`config.mk`:
```
export PLATFORM = sky130hd
export DESIGN_NAME = pipe_ctrl
export DESIGN_NICKNAME = d
export VERILOG_FILES = /design/src/rtl/pipe_ctrl_pkg.sv /design/src/rtl/pipe_ctrl_hazard_detect.sv /design/src/rtl/pipe_ctrl.sv
export SDC_FILE = /design/constraint.sdc
export NUM_CORES = 1
export LEC_CHECK = 0
export CAP_MARGIN = 20
export CORE_AREA = 8 8 69 71
export CTS_BUF_LIST = sky130_fd_sc_hd__clkbuf_8
export DETAILED_ROUTE_END_ITERATION = 10
export DIE_AREA = 0 0 77 79
export PLACE_DENSITY = 0.79
export SYNTH_ARGS = -nofsm -noshare
export SYNTH_HDL_FRONTEND = slang
export SYNTH_SLANG_ARGS = --single-unit
```
`constraint.sdc`:
```
create_clock -name clk -period 3.18 [get_ports clk]
set_input_delay 0.954 -clock clk [delete_from_list [all_inputs] [get_ports clk]]
set_output_delay 0.954 -clock clk [all_outputs]
set_load 0.005 [all_outputs]
```
`src/rtl/pipe_ctrl_pkg.sv`:
```
// Shared definitions for the pipeline control block: state encoding,
// register index width and the default memory-wait timeout.
package pipe_ctrl_pkg;

    localparam int REG_IDX_W       = 5;
    localparam int MEM_TIMEOUT_DEF = 255;

    typedef enum logic [1:0] {
        RUN      = 2'd0,
        MEM_WAIT = 2'd1,
        ERROR    = 2'd2
    } state_t;

endpackage

```
`src/rtl/pipe_ctrl_hazard_detect.sv`:
```
// Load-use hazard compare: the load in EX writes a register that the
// instruction in ID reads. Register x0 never creates a hazard.
module hazard_detect
    import pipe_ctrl_pkg::*;
(
    input  logic [REG_IDX_W-1:0] idRs1,
    input  logic [REG_IDX_W-1:0] idRs2,
    input  logic                 idUseRs1,
    input  logic                 idUseRs2,
    input  logic                 exMemRead,
    input  logic [REG_IDX_W-1:0] exRd,
    output logic                 loadUse
);

    // Pure combinational match of EX destination against ID sources
    always_comb begin
        loadUse = exMemRead && (exRd != '0) &&
                  ((idUseRs1 && (idRs1 == exRd)) ||
                   (idUseRs2 && (idRs2 == exRd)));
    end

endmodule

```
`src/rtl/pipe_ctrl.sv`:
```
// Pipeline control: stage enables and bubble insertion for load-use
// hazards, taken branches and memory waits, with a memory timeout that
// latches an error until reset, plus a saturating stall-cycle counter.
module pipe_ctrl
    import pipe_ctrl_pkg::*;
#(
    parameter int MEM_TIMEOUT = MEM_TIMEOUT_DEF
) (
    input  logic                 clk,
    input  logic                 rst,
    input  logic [REG_IDX_W-1:0] id_rs1,
    input  logic [REG_IDX_W-1:0] id_rs2,
    input  logic                 id_use_rs1,
    input  logic                 id_use_rs2,
    input  logic                 ex_memread,
    input  logic [REG_IDX_W-1:0] ex_rd,
    input  logic                 ex_branch_taken,
    input  logic                 mem_req,
    input  logic                 mem_ready,
    output logic                 pc_en,
    output logic                 ifid_en,
    output logic                 idex_en,
    output logic                 exmem_en,
    output logic                 memwb_en,
    output logic                 ifid_flush,
    output logic                 idex_flush,
    output logic                 err,
    output logic [15:0]          stall_cycles
);

    // Wait counter is at least 8 bits and always wide enough for the limit
    localparam int WAIT_W = ($clog2(MEM_TIMEOUT + 1) > 8) ? $clog2(MEM_TIMEOUT + 1) : 8;
    localparam logic [WAIT_W-1:0] WAIT_LIMIT = WAIT_W'(MEM_TIMEOUT);

    state_t            state, nextState;
    logic [WAIT_W-1:0] waitCnt, waitNext;
    logic [15:0]       stallCnt;
    logic              loadUse;
    logic              runSteer;

    hazard_detect uHazard (
        .idRs1     (id_rs1),
        .idRs2     (id_rs2),
        .idUseRs1  (id_use_rs1),
        .idUseRs2  (id_use_rs2),
        .exMemRead (ex_memread),
        .exRd      (ex_rd),
        .loadUse   (loadUse)
    );

    // State, wait counter and saturating stall counter registers
    always_ff @(posedge clk) begin
        if (rst) begin
            state    <= RUN;
            waitCnt  <= '0;
            stallCnt <= '0;
        end else begin
            state   <= nextState;
            waitCnt <= waitNext;
            if (!pc_en && (stallCnt != '1))
                stallCnt <= stallCnt + 16'd1;
        end
    end

    // Next-state and enable/flush decode; RUN and the ready cycle of
    // MEM_WAIT share the same branch/load-use steering via runSteer
    always_comb begin
        nextState  = state;
        waitNext   = waitCnt;
        runSteer   = 1'b0;
        pc_en      = 1'b0;
        ifid_en    = 1'b0;
        idex_en    = 1'b0;
        exmem_en   = 1'b0;
        memwb_en   = 1'b0;
        ifid_flush = 1'b0;
        idex_flush = 1'b0;

        case (state)
            RUN: begin
                if (mem_req && !mem_ready) begin
                    nextState = MEM_WAIT;
                    waitNext  = WAIT_W'(1);
                end else begin
                    runSteer = 1'b1;
                end
            end
            MEM_WAIT: begin
                if (mem_ready) begin
                    nextState = RUN;
                    runSteer  = 1'b1;
                end else if (waitCnt >= WAIT_LIMIT) begin
                    nextState = ERROR;
                end else begin
                    waitNext = waitCnt + WAIT_W'(1);
                end
            end
            default: begin
                nextState = ERROR;
            end
        endcase

        if (runSteer) begin
            if (ex_branch_taken) begin
                {pc_en, ifid_en, idex_en, exmem_en, memwb_en} = '1;
                ifid_flush = 1'b1;
                idex_flush = 1'b1;
            end else if (loadUse) begin
                idex_en    = 1'b1;
                idex_flush = 1'b1;
                exmem_en   = 1'b1;
                memwb_en   = 1'b1;
            end else begin
                {pc_en, ifid_en, idex_en, exmem_en, memwb_en} = '1;
            end
        end

        if (rst) begin
            {pc_en, ifid_en, idex_en, exmem_en, memwb_en} = '0;
            ifid_flush = 1'b0;
            idex_flush = 1'b0;
        end
    end

    assign err          = (state == ERROR);
    assign stall_cycles = stallCnt;

endmodule

```
# ---- Yosys cells after proc, flatten, opt, wreduce, memory -nomap -nowiden
# Cells that the tools add are included.
dict set report classes {
  order_cmp 1
  mux 24
  n_addsub 2
  eq_ne 9
  reduce_logical 14
}
# operator n
set ops {}
lappend ops {{$mux W8} 3}
lappend ops {{$add A16 B1 Y16 const B} 1}
lappend ops {{$ne A16 B16 Y1 const B} 1}
lappend ops {{$pmux W8 S2} 1}
lappend ops {{$mux W1} 15}
lappend ops {{$eq A5 B5 Y1} 2}
lappend ops {{$add A8 B1 Y8 const B} 1}
lappend ops {{$ge A8 B8 Y1 const B} 1}
lappend ops {{$logic_and A1 B1 Y1} 6}
lappend ops {{$mux W2} 3}
lappend ops {{$ne A2 B2 Y1 const B} 3}
lappend ops {{$reduce_bool A5 Y1} 1}
lappend ops {{$pmux W2 S2} 1}
lappend ops {{$reduce_and A4 Y1} 1}
lappend ops {{$ne A3 B3 Y1 const B} 1}
lappend ops {{$eq A2 B1 Y1 const B} 1}
lappend ops {{$eq A2 B2 Y1 const B} 1}
lappend ops {{$logic_not A1 Y1} 2}
lappend ops {{$logic_not A2 Y1} 1}
lappend ops {{$pmux W1 S2} 1}
lappend ops {{$reduce_and A2 Y1} 1}
lappend ops {{$reduce_bool A2 Y1} 1}
lappend ops {{$logic_or A1 B1 Y1} 1}
dict set report word_totals {
  reg_bits 26
  in_bits 23
  output_inout_bits 24
}

# ---- Longest topological paths before layout
# Gate-level depths: netlist of run 1.
dict set report logic_depth {
  depth_word 10
  depth_mapped 9
  depth_no_buf 7
}

# ---- Modules after synthesis
# From an unflattened synthesis of run 1, not the netlist that was laid out.
dict set report hier_totals {
  cells_unflattened 190
  hier_area_um2 1666.6
}
# mod cells_each area_per_inst_um2 instances seq_area_each_um2
set modules_own_cells {}
lappend modules_own_cells {pipe_ctrl 173 1532.7 1 520.5}
lappend modules_own_cells {hazard_detect 17 133.9 1 0.0}

# ---- Worst setup path after synthesis of run 1
# No wires, ideal clock.
dict set report synth_path {
  path_type {input port to output port}
  start {in ex_rd[0]}
  end {out pc_en}
  t_arrival_ps 2288
  stages 8
  t_required_ps 2226
  setup_slack_ps -62
  path_cell_list {or4_1 > o21ai_1 > nor2_1 > a21o_4 > inv_6 > buf_12 > buf_12 > buf_4}
}
dict set report synth_via {
  elab_chain_cells 8
  word_cells_on_any_way 12
}
# item line
set synth_rtl {}
lappend synth_rtl {{from (decl)} pipe_ctrl.sv:16} ;# input logic [REG_IDX_W-1:0] ex_rd,
lappend synth_rtl {{$eq A5 B5 Y1 (on tied branches)} {pipe_ctrl_hazard_detect.sv:18, pipe_ctrl_hazard_detect.sv:19}}
lappend synth_rtl {{$logic_and A1 B1 Y1 (on tied branches)} {pipe_ctrl_hazard_detect.sv:18, pipe_ctrl_hazard_detect.sv:19}}
lappend synth_rtl {{$logic_or A1 B1 Y1} pipe_ctrl_hazard_detect.sv:18} ;# ((idUseRs1 && (idRs1 == exRd)) ||
lappend synth_rtl {{$logic_and A1 B1 Y1 *} pipe_ctrl_hazard_detect.sv:17} ;# loadUse = exMemRead && (exRd != '0) &&
lappend synth_rtl {{$mux W1 * (4 in series)} n/a}
lappend synth_rtl {{to (decl)} pipe_ctrl.sv:20} ;# output logic pc_en,
# Mark *: on every way between the ends. The rest lies on a longest branch, timed or not.

# ---- Worst setup path after layout of run 1
dict set report layout_path {
  start {in ex_rd[0]}
  end {out idex_flush}
}
dict set report layout_via {
  elab_chain_cells 8
  word_cells_on_any_way 12
}
# item line
set layout_rtl {}
lappend layout_rtl {{$eq A5 B5 Y1 (on tied branches)} {pipe_ctrl_hazard_detect.sv:18, pipe_ctrl_hazard_detect.sv:19}}
lappend layout_rtl {{$logic_and A1 B1 Y1 (on tied branches)} {pipe_ctrl_hazard_detect.sv:18, pipe_ctrl_hazard_detect.sv:19}}
lappend layout_rtl {{$logic_or A1 B1 Y1} pipe_ctrl_hazard_detect.sv:18}
lappend layout_rtl {{$logic_and A1 B1 Y1 *} pipe_ctrl_hazard_detect.sv:17}
lappend layout_rtl {{$mux W1 *} pipe_ctrl.sv:108} ;# end else if (loadUse) begin
lappend layout_rtl {{$mux W1 *} pipe_ctrl.sv:104} ;# if (ex_branch_taken) begin
lappend layout_rtl {{$mux W1 *} pipe_ctrl.sv:103} ;# if (runSteer) begin
lappend layout_rtl {{$mux W1 *} pipe_ctrl.sv:118} ;# if (rst) begin
lappend layout_rtl {{to (decl)} pipe_ctrl.sv:26} ;# output logic idex_flush,
# Marked as above.

==> flow_metrics.env, run 1 <==
export IMPL_io_pins=47
export IMPL_status="complete, but fails checks"
export IMPL_reg2reg_depth=6
export IMPL_syn_area_um2=1550
export IMPL_final_setup_skew_ps=3.05
export IMPL_maxSlewViolCount=0
export IMPL_wl_per_cell_um=14.2
export IMPL_p_leak_uw=0.000819
export IMPL_syn_inst=177
export IMPL_hold_path_class="flip-flop to flip-flop"
export IMPL_cp_required_ps=2230
export IMPL_start_util=0.408
export IMPL_ys_ff_latch=26
export IMPL_period_share=1.00
export IMPL_clk_path_buf_depth=2
export IMPL_drtAntennaViolNets=0
export IMPL_grt_pass1_vias=1450
export IMPL_p_total_uw=663
export IMPL_violations="setup timing"
export IMPL_grt_antenna_before_repair=1
export IMPL_grt_pass1_wl_um=6340
export IMPL_row_count=23
export IMPL_r2r_start="stall_cycles[6]"
export IMPL_area_delta_synth_final_pct=36.9
export IMPL_crit_fanout=2
export IMPL_vias=1455
export IMPL_crit_type="input port to output port"
export IMPL_wirelength_um=3930
export IMPL_io_buffers=46
export IMPL_whs_ps=496
export IMPL_grt_use_total=0.123
export IMPL_cts_root_buf="clkbuf_8"
export IMPL_fp_dieH_um=79
export IMPL_core_area_um2=3800
export IMPL_seq_area_frac_synth=0.335
export IMPL_pre_cts_ws_ps=-712
export IMPL_start_kind="input port"
export IMPL_fin_nets=252
export IMPL_synth_distinct_cells=40
export IMPL_yosysWarnings=0
export IMPL_die_w_um=77
export IMPL_drive_above_1_share=0.177
export IMPL_fin_ws_ps=-2.76
export IMPL_final_hold_viol_count=0
export IMPL_dp_hpwl_um=2900
export IMPL_fill_cells=377
export IMPL_dpl_cell_area_um2=2050
export IMPL_reg2reg_to="stall_cycles[14]"
export IMPL_cts_htree_levels=1
export IMPL_period_needed_ps=3180
export IMPL_tritoncts="done"
export IMPL_crit_buf_inv=2
export IMPL_grt_max_degree=27
export IMPL_setup_viol=1
export IMPL_relSlewSlack=0.650
export IMPL_crit_chain="buf_6 -> or4_4 -> o21ai_2 -> and2b_1 -> o21a_1 -> buf_2"
export IMPL_vdd_drop_max_mv=0.171
export IMPL_cp_top_family="simple AND/OR/NAND/NOR gates"
export IMPL_numCtsBuffers=3
export IMPL_die_area_um2=6080
export IMPL_cp_end_kind="output port"
export IMPL_rsz0062_at_grt="yes"
export IMPL_syn_nets=202
export IMPL_grt_overflow=0
export IMPL_hold_path_startpoint="waitCnt[1]"
export IMPL_timing_fmax_mhz=314
export IMPL_avgViaCountPerCell=5.25
export IMPL_postCtsHoldBufs=0
export IMPL_clock_sinks=26
export IMPL_worstMarginPinSlew_ps=524
export IMPL_stdcell_area_um2=2120
export IMPL_reg2reg_slack_ps=1060
export IMPL_critPathArrivalTime_ps=2230
export IMPL_syn_avg_cell_area_um2=8.77
export IMPL_power_per_cell_area_nw_per_um2=312
export IMPL_drt_pass1_iterations=4
export IMPL_crit_cells=6
export IMPL_finalWeightedCongestion=0.778
export IMPL_critPathMaxStageDelay_ps=530
export IMPL_min_to="waitCnt[1]"
export IMPL_clk_pin_slew_ps=90
export IMPL_drt_iter0_drc=55
export IMPL_cap_violations=0
export IMPL_clk_latency_ps=270
export IMPL_hold_path_depth=2
export IMPL_critPathSlowestCell="or4_4"
export IMPL_drc=0
## kinds of logic after synthesis
logic type,synth area share
buffers and inverters,0.0702
xor gates and xnor gates,0.0790
adders and majority gates,0.0161
muxes,0.0266
and+or+nand+nor,0.305
AOI/OAI and AO/OA,0.168
DFF,0.335
## per-layer routing
layer / part of all wire / wire length [um] / GRT usage
met5: 0 / 0 / 0
met4: 0.019 / 74 / 0.0547
met3: 0.054 / 212 / 0.0339
met1: 0.45 / 1790 / 0.144
met2: 0.47 / 1860 / 0.207
## what timing repair did
| action | in CTS | in global routing |
|---|---|---|
| gates resized for setup | 34 | 12 |
| hold endpoints to repair | 0 | 0 |
| endpoints found under the setup margin | 7 | 3 |
| setup buffers | 1 | 0 |
| pin swaps | 7 | 16 |
## state kept, by name, summed over array words and instances (netlist names)
signal / cells
stall_cycles: 16
state: 2
waitCnt: 8
## metrics by stage
step / setup TNS (ps) / util / std cells
3_3_place_gp: -2960 / 0.540 / 271
2_1_floorplan: -54.8 / - / 177
3_5_place_dp: -3340 / 0.540 / 271
4_1_cts: 0 / 0.552 / 276
5_1_grt: -60.9 / 0.559 / 277
6_report: -2.76 / 0.559 / 277
## power by group
group | total (uW) | switching, uW | internal, uW
logic | 111 | 49.2 | 61.8
registers | 336 | 5.76 | 330
clock network | 216 | 105 | 111
total | 663 | 160 | 503
## layout by cell type (no fill, tap or decap), types with 5 or more instances in the layout
| cell | netlist | final |
|---|---|---|
| o31ai_1 | 10 | 10 |
| nand3_1 | 11 | 11 |
| nand2_1 | 9 | 9 |
| buf_4 | 5 | 10 |
| dlygate4sd2_1 | 0 | 6 |
| nand4_1 | 10 | 10 |
| nor2b_1 | 5 | 5 |
| clkdlybuf4s50_1 | 0 | 24 |
| dfxtp_1 | 26 | 26 |
| xnor2_1 | 10 | 10 |
| a21oi_1 | 13 | 13 |
| or4_1 | 10 | 9 |
| nor2_1 | 15 | 15 |
| dlymetal6s2s_1 | 0 | 9 |
## synth_stat cells
| master | instances | area, um2 |
|---|---|---|
| and4_1 | 1 | 8.76 |
| and2b_1 | 1 | 7.51 |
| and2_1 | 2 | 12.5 |
| a31o_2 | 1 | 8.76 |
| and4_4 | 1 | 11.3 |
| a21oi_1 | 13 | 65.1 |
| inv_1 | 2 | 7.51 |
| a21oi_2 | 3 | 26.3 |
| nor3_1 | 1 | 5.00 |
| and3_4 | 1 | 11.3 |
| mux2_4 | 2 | 30.0 |
| nand3_1 | 11 | 55.1 |
| nor2b_4 | 1 | 13.8 |
| nor2_1 | 15 | 56.3 |
| mux2_1 | 1 | 11.3 |
| o221a_2 | 1 | 11.3 |
| nand2_1 | 9 | 33.8 |
| inv_6 | 1 | 8.76 |
| nor3_2 | 2 | 20.0 |
| xnor2_1 | 10 | 87.6 |
| buf_4 | 5 | 37.5 |
| nand2b_1 | 1 | 6.26 |
| nor2b_1 | 5 | 31.3 |
| o21ai_0 | 4 | 20.0 |
| or3_1 | 4 | 25.0 |
| or4_1 | 10 | 75.1 |
| o22ai_2 | 1 | 12.5 |
| o31ai_1 | 10 | 75.1 |
| a21o_4 | 1 | 15.0 |
| dfxtp_1 | 26 | 521 |
| o21ai_1 | 2 | 10.0 |
| ha_1 | 2 | 25.0 |
| o21a_1 | 1 | 7.51 |
| buf_12 | 2 | 40.0 |
| xor2_1 | 4 | 35.0 |
| and3_1 | 4 | 25.0 |
| clkbuf_1 | 4 | 15.0 |
| o21ai_2 | 1 | 8.76 |
| nor4_2 | 1 | 12.5 |
| nand4_1 | 10 | 62.6 |
## area by class of cell
cell class / instances / area (um2) / area share
sequential: 26 / 520 / 0.245
multi-input combinational: 137 / 933 / 0.440
timing repair buffer: 56 / 533 / 0.251
inverter: 3 / 16.3 / 0.00766
clock buffer: 4 / 55.1 / 0.0259
tap: 50 / 62.6 / 0.0295
antenna: 1 / 2.50 / 0.00118
## worst min-delay path, delay by kind of cell (launching register included)
family	cells	cell delay (ps)
flops	1	340
compound gates	1	50
simple gates	1	70
## worst max path at each step
stage          slack [ps]    endpoint      start
2_1_floorplan         -50       pc_en   ex_rd[4]
3_3_place_gp         -700       pc_en   ex_rd[4]
3_5_place_dp         -710       pc_en   ex_rd[4]
4_1_cts                 3  idex_flush  id_rs1[4]
5_1_grt               -50  idex_flush   ex_rd[0]
6_report               -3  idex_flush   ex_rd[0]
(Power assumes the default switching activity.)
==> run 2, diff against run 1 <==
--- a/config.mk
+++ b/config.mk
@@ -6,11 +6,11 @@
 export NUM_CORES = 1
 export LEC_CHECK = 0
 export CAP_MARGIN = 20
-export CORE_AREA = 8 8 69 71
+export CORE_AREA = 2 2 63 65
 export CTS_BUF_LIST = sky130_fd_sc_hd__clkbuf_8
 export DETAILED_ROUTE_END_ITERATION = 10
-export DIE_AREA = 0 0 77 79
-export PLACE_DENSITY = 0.79
+export DIE_AREA = 0 0 65 67
+export PLACE_DENSITY = 0.81
 export SYNTH_ARGS = -nofsm -noshare
 export SYNTH_HDL_FRONTEND = slang
 export SYNTH_SLANG_ARGS = --single-unit
==> run 2 against run 1 <==
The flow now finishes without violations. Clock skew shrank 1.9 ps. Sequential cell count is the same. Sequential share of layout area grew 0.072 points. Register-to-register slack lost 20 ps. Total power shrank 4.5%. Clock power shrank 15%. Wire length shrank 9.2%. Utilization grew 2.8 points. Worst setup slack gained 27 ps. First-iteration DRC count grew 25%.
==> flow_metrics.env, run 2 (synthesis results as in run 1) <==
export IMPL_status="completed"
export IMPL_start_util=0.430
export IMPL_die_area_um2=4360
export IMPL_cp_top_family="simple AND/OR/NAND/NOR gates"
export IMPL_maxSlewViolCount=0
export IMPL_vias=1509
export IMPL_cts_htree_levels=1
export IMPL_final_common_cell="dfxtp_1"
export IMPL_reg2reg_to="stall_cycles[14]"
export IMPL_final_setup_skew_ps=1.16
export IMPL_fin_nets=254
export IMPL_mostFrequentLayoutCells="dfxtp_1 (26), clkdlybuf4s50_1 (24), nor2_1 (15), a21oi_1 (13), buf_4 (12)"
export IMPL_start_kind="input port"
export IMPL_die_w_um=65
export IMPL_reg2reg_slack_ps=1040
export IMPL_wl_per_cell_um=13.0
export IMPL_clk_pin_slew_ps=80
export IMPL_core_area_um2=3610
export IMPL_cap_violations=0
export IMPL_numCtsBuffers=3
export IMPL_setup_tns_ps=0
export IMPL_grt_max_degree=27
export IMPL_final_cell_count_no_fill=275
export IMPL_crit_buf_inv=2
export IMPL_wirelength_um=3570
export IMPL_cp_end_kind="output port"
export IMPL_reg2reg_depth=6
export IMPL_io_buffers=46
export IMPL_dp_hpwl_um=2600
export IMPL_grt_use_total=0.165
export IMPL_row_count=22
export IMPL_power_per_cell_area_nw_per_um2=299
export IMPL_drt_iter0_drc=69
export IMPL_cp_required_ps=2230
export IMPL_final_hold_viol_count=0
export IMPL_postLayoutCoreUtil=0.587
export IMPL_grt_pass1_wl_um=5560
export IMPL_rsz0062_at_grt="yes"
export IMPL_cts_root_buf="clkbuf_8"
export IMPL_io_pins=47
export IMPL_grt_overflow=0
export IMPL_setup_viol=0
export IMPL_critPathArrivalTime_ps=2200
export IMPL_grt_pass1_vias=1278
export IMPL_period_share=0.992
export IMPL_clock_sinks=26
export IMPL_fin_ws_ps=24.5
export IMPL_p_leak_uw=0.000816
export IMPL_grt_antenna_before_repair=0
export IMPL_crit_cells=6
export IMPL_tritoncts="done"
export IMPL_area_delta_synth_final_pct=36.5
export IMPL_critPathCapture="idex_flush"
export IMPL_vdd_drop_max_mv=0.158
export IMPL_largest_register_ff_count=16
export IMPL_period_needed_ps=3160
export IMPL_antenna_cells=0
export IMPL_critPathSlowestCell="or4_4"
export IMPL_timing_fmax_mhz=317
export IMPL_worstMarginPinSlew_ps=527
export IMPL_startpoint="ex_rd[2]"
export IMPL_crit_chain="buf_6 -> or4_4 -> o21ai_2 -> and2b_1 -> o21a_1 -> buf_2"
export IMPL_crit_type="input port to output port"
export IMPL_clk_path_buf_depth=2
export IMPL_crit_fanout=2
export IMPL_whs_ps=493
export IMPL_avgViaCountPerCell=5.49
export IMPL_drc=0
export IMPL_fp_dieH_um=67
export IMPL_pre_cts_ws_ps=-695
export IMPL_finalWeightedCongestion=0.767
export IMPL_relSlewSlack=0.648
export IMPL_drtAntennaViolNets=0
export IMPL_clk_latency_ps=270
export IMPL_drive_above_1_share=0.185
export IMPL_drt_pass1_iterations=4
export IMPL_hold_path_class="flip-flop to flip-flop"
export IMPL_critPathMaxStageDelay_ps=530
export IMPL_r2r_start="stall_cycles[6]"
export IMPL_place_inst=270
-- run 2: report_power, final --
part / switching, uW / total [uW] / internal [uW]
registers: 6.08 / 336 / 330
clock network: 99.0 / 184 / 84.9
logic: 48.7 / 113 / 64.2
total: 154 / 633 / 479
-- run 2: routing by layer --
layer / vias up / wire, um / GRT usage / part of all wire
li1: 762 / - / - / -
met1: 702 / 1550 / 0.194 / 0.44
met2: 41 / 1750 / 0.291 / 0.49
met3: 4 / 204 / 0.0304 / 0.057
met4: 0 / 55 / 0.0718 / 0.015
met5: - / 0 / 0 / 0
-- run 2: worst min-delay path: cells and delay by family (launching register included) --
kind           cells  cell delay, ps
AO/OA/AOI/OAI      2             110
flip-flops         1             330
-- run 2: stage by stage --
| step | power [uW] | instance area, um2 |
|---|---|---|
| final | 633 | 2120 |
| after global routing | 658 | 2120 |
| after CTS | 634 | 2090 |
| after detailed placement | 459 | 2050 |
| after global placement | 458 | 2050 |
| after floorplan | 402 | 1560 |
-- run 2: what timing repair did --
item | CTS | global route
hold buffers | 0 | 0
pin swaps | 6 | 14
buffers inserted | 2 | 0
resized for setup | 35 | 13
setup endpoints to repair | 7 | 4
-- run 2: worst min-delay path by stage --
stage                               start               to  slack, ps  depth (start not counted)
after floorplan                waitCnt[7]       waitCnt[7]        460                          2
after global placement         waitCnt[7]       waitCnt[7]        470                          2
after detailed placement  stall_cycles[5]  stall_cycles[5]        480                          2
after CTS                 stall_cycles[5]  stall_cycles[5]        490                          2
after global routing      stall_cycles[5]  stall_cycles[5]        520                          2
final                     stall_cycles[5]  stall_cycles[5]        490                          2
-- run 2: final cells by class --
type / instances / area, um2
Fill cell: 321 / 1490
Multi-Input combinational cell: 137 / 933
Timing Repair Buffer: 58 / 546
Sequential cell: 26 / 520
Tap cell: 48 / 60.1
Clock buffer: 3 / 41.3
Inverter: 3 / 16.3
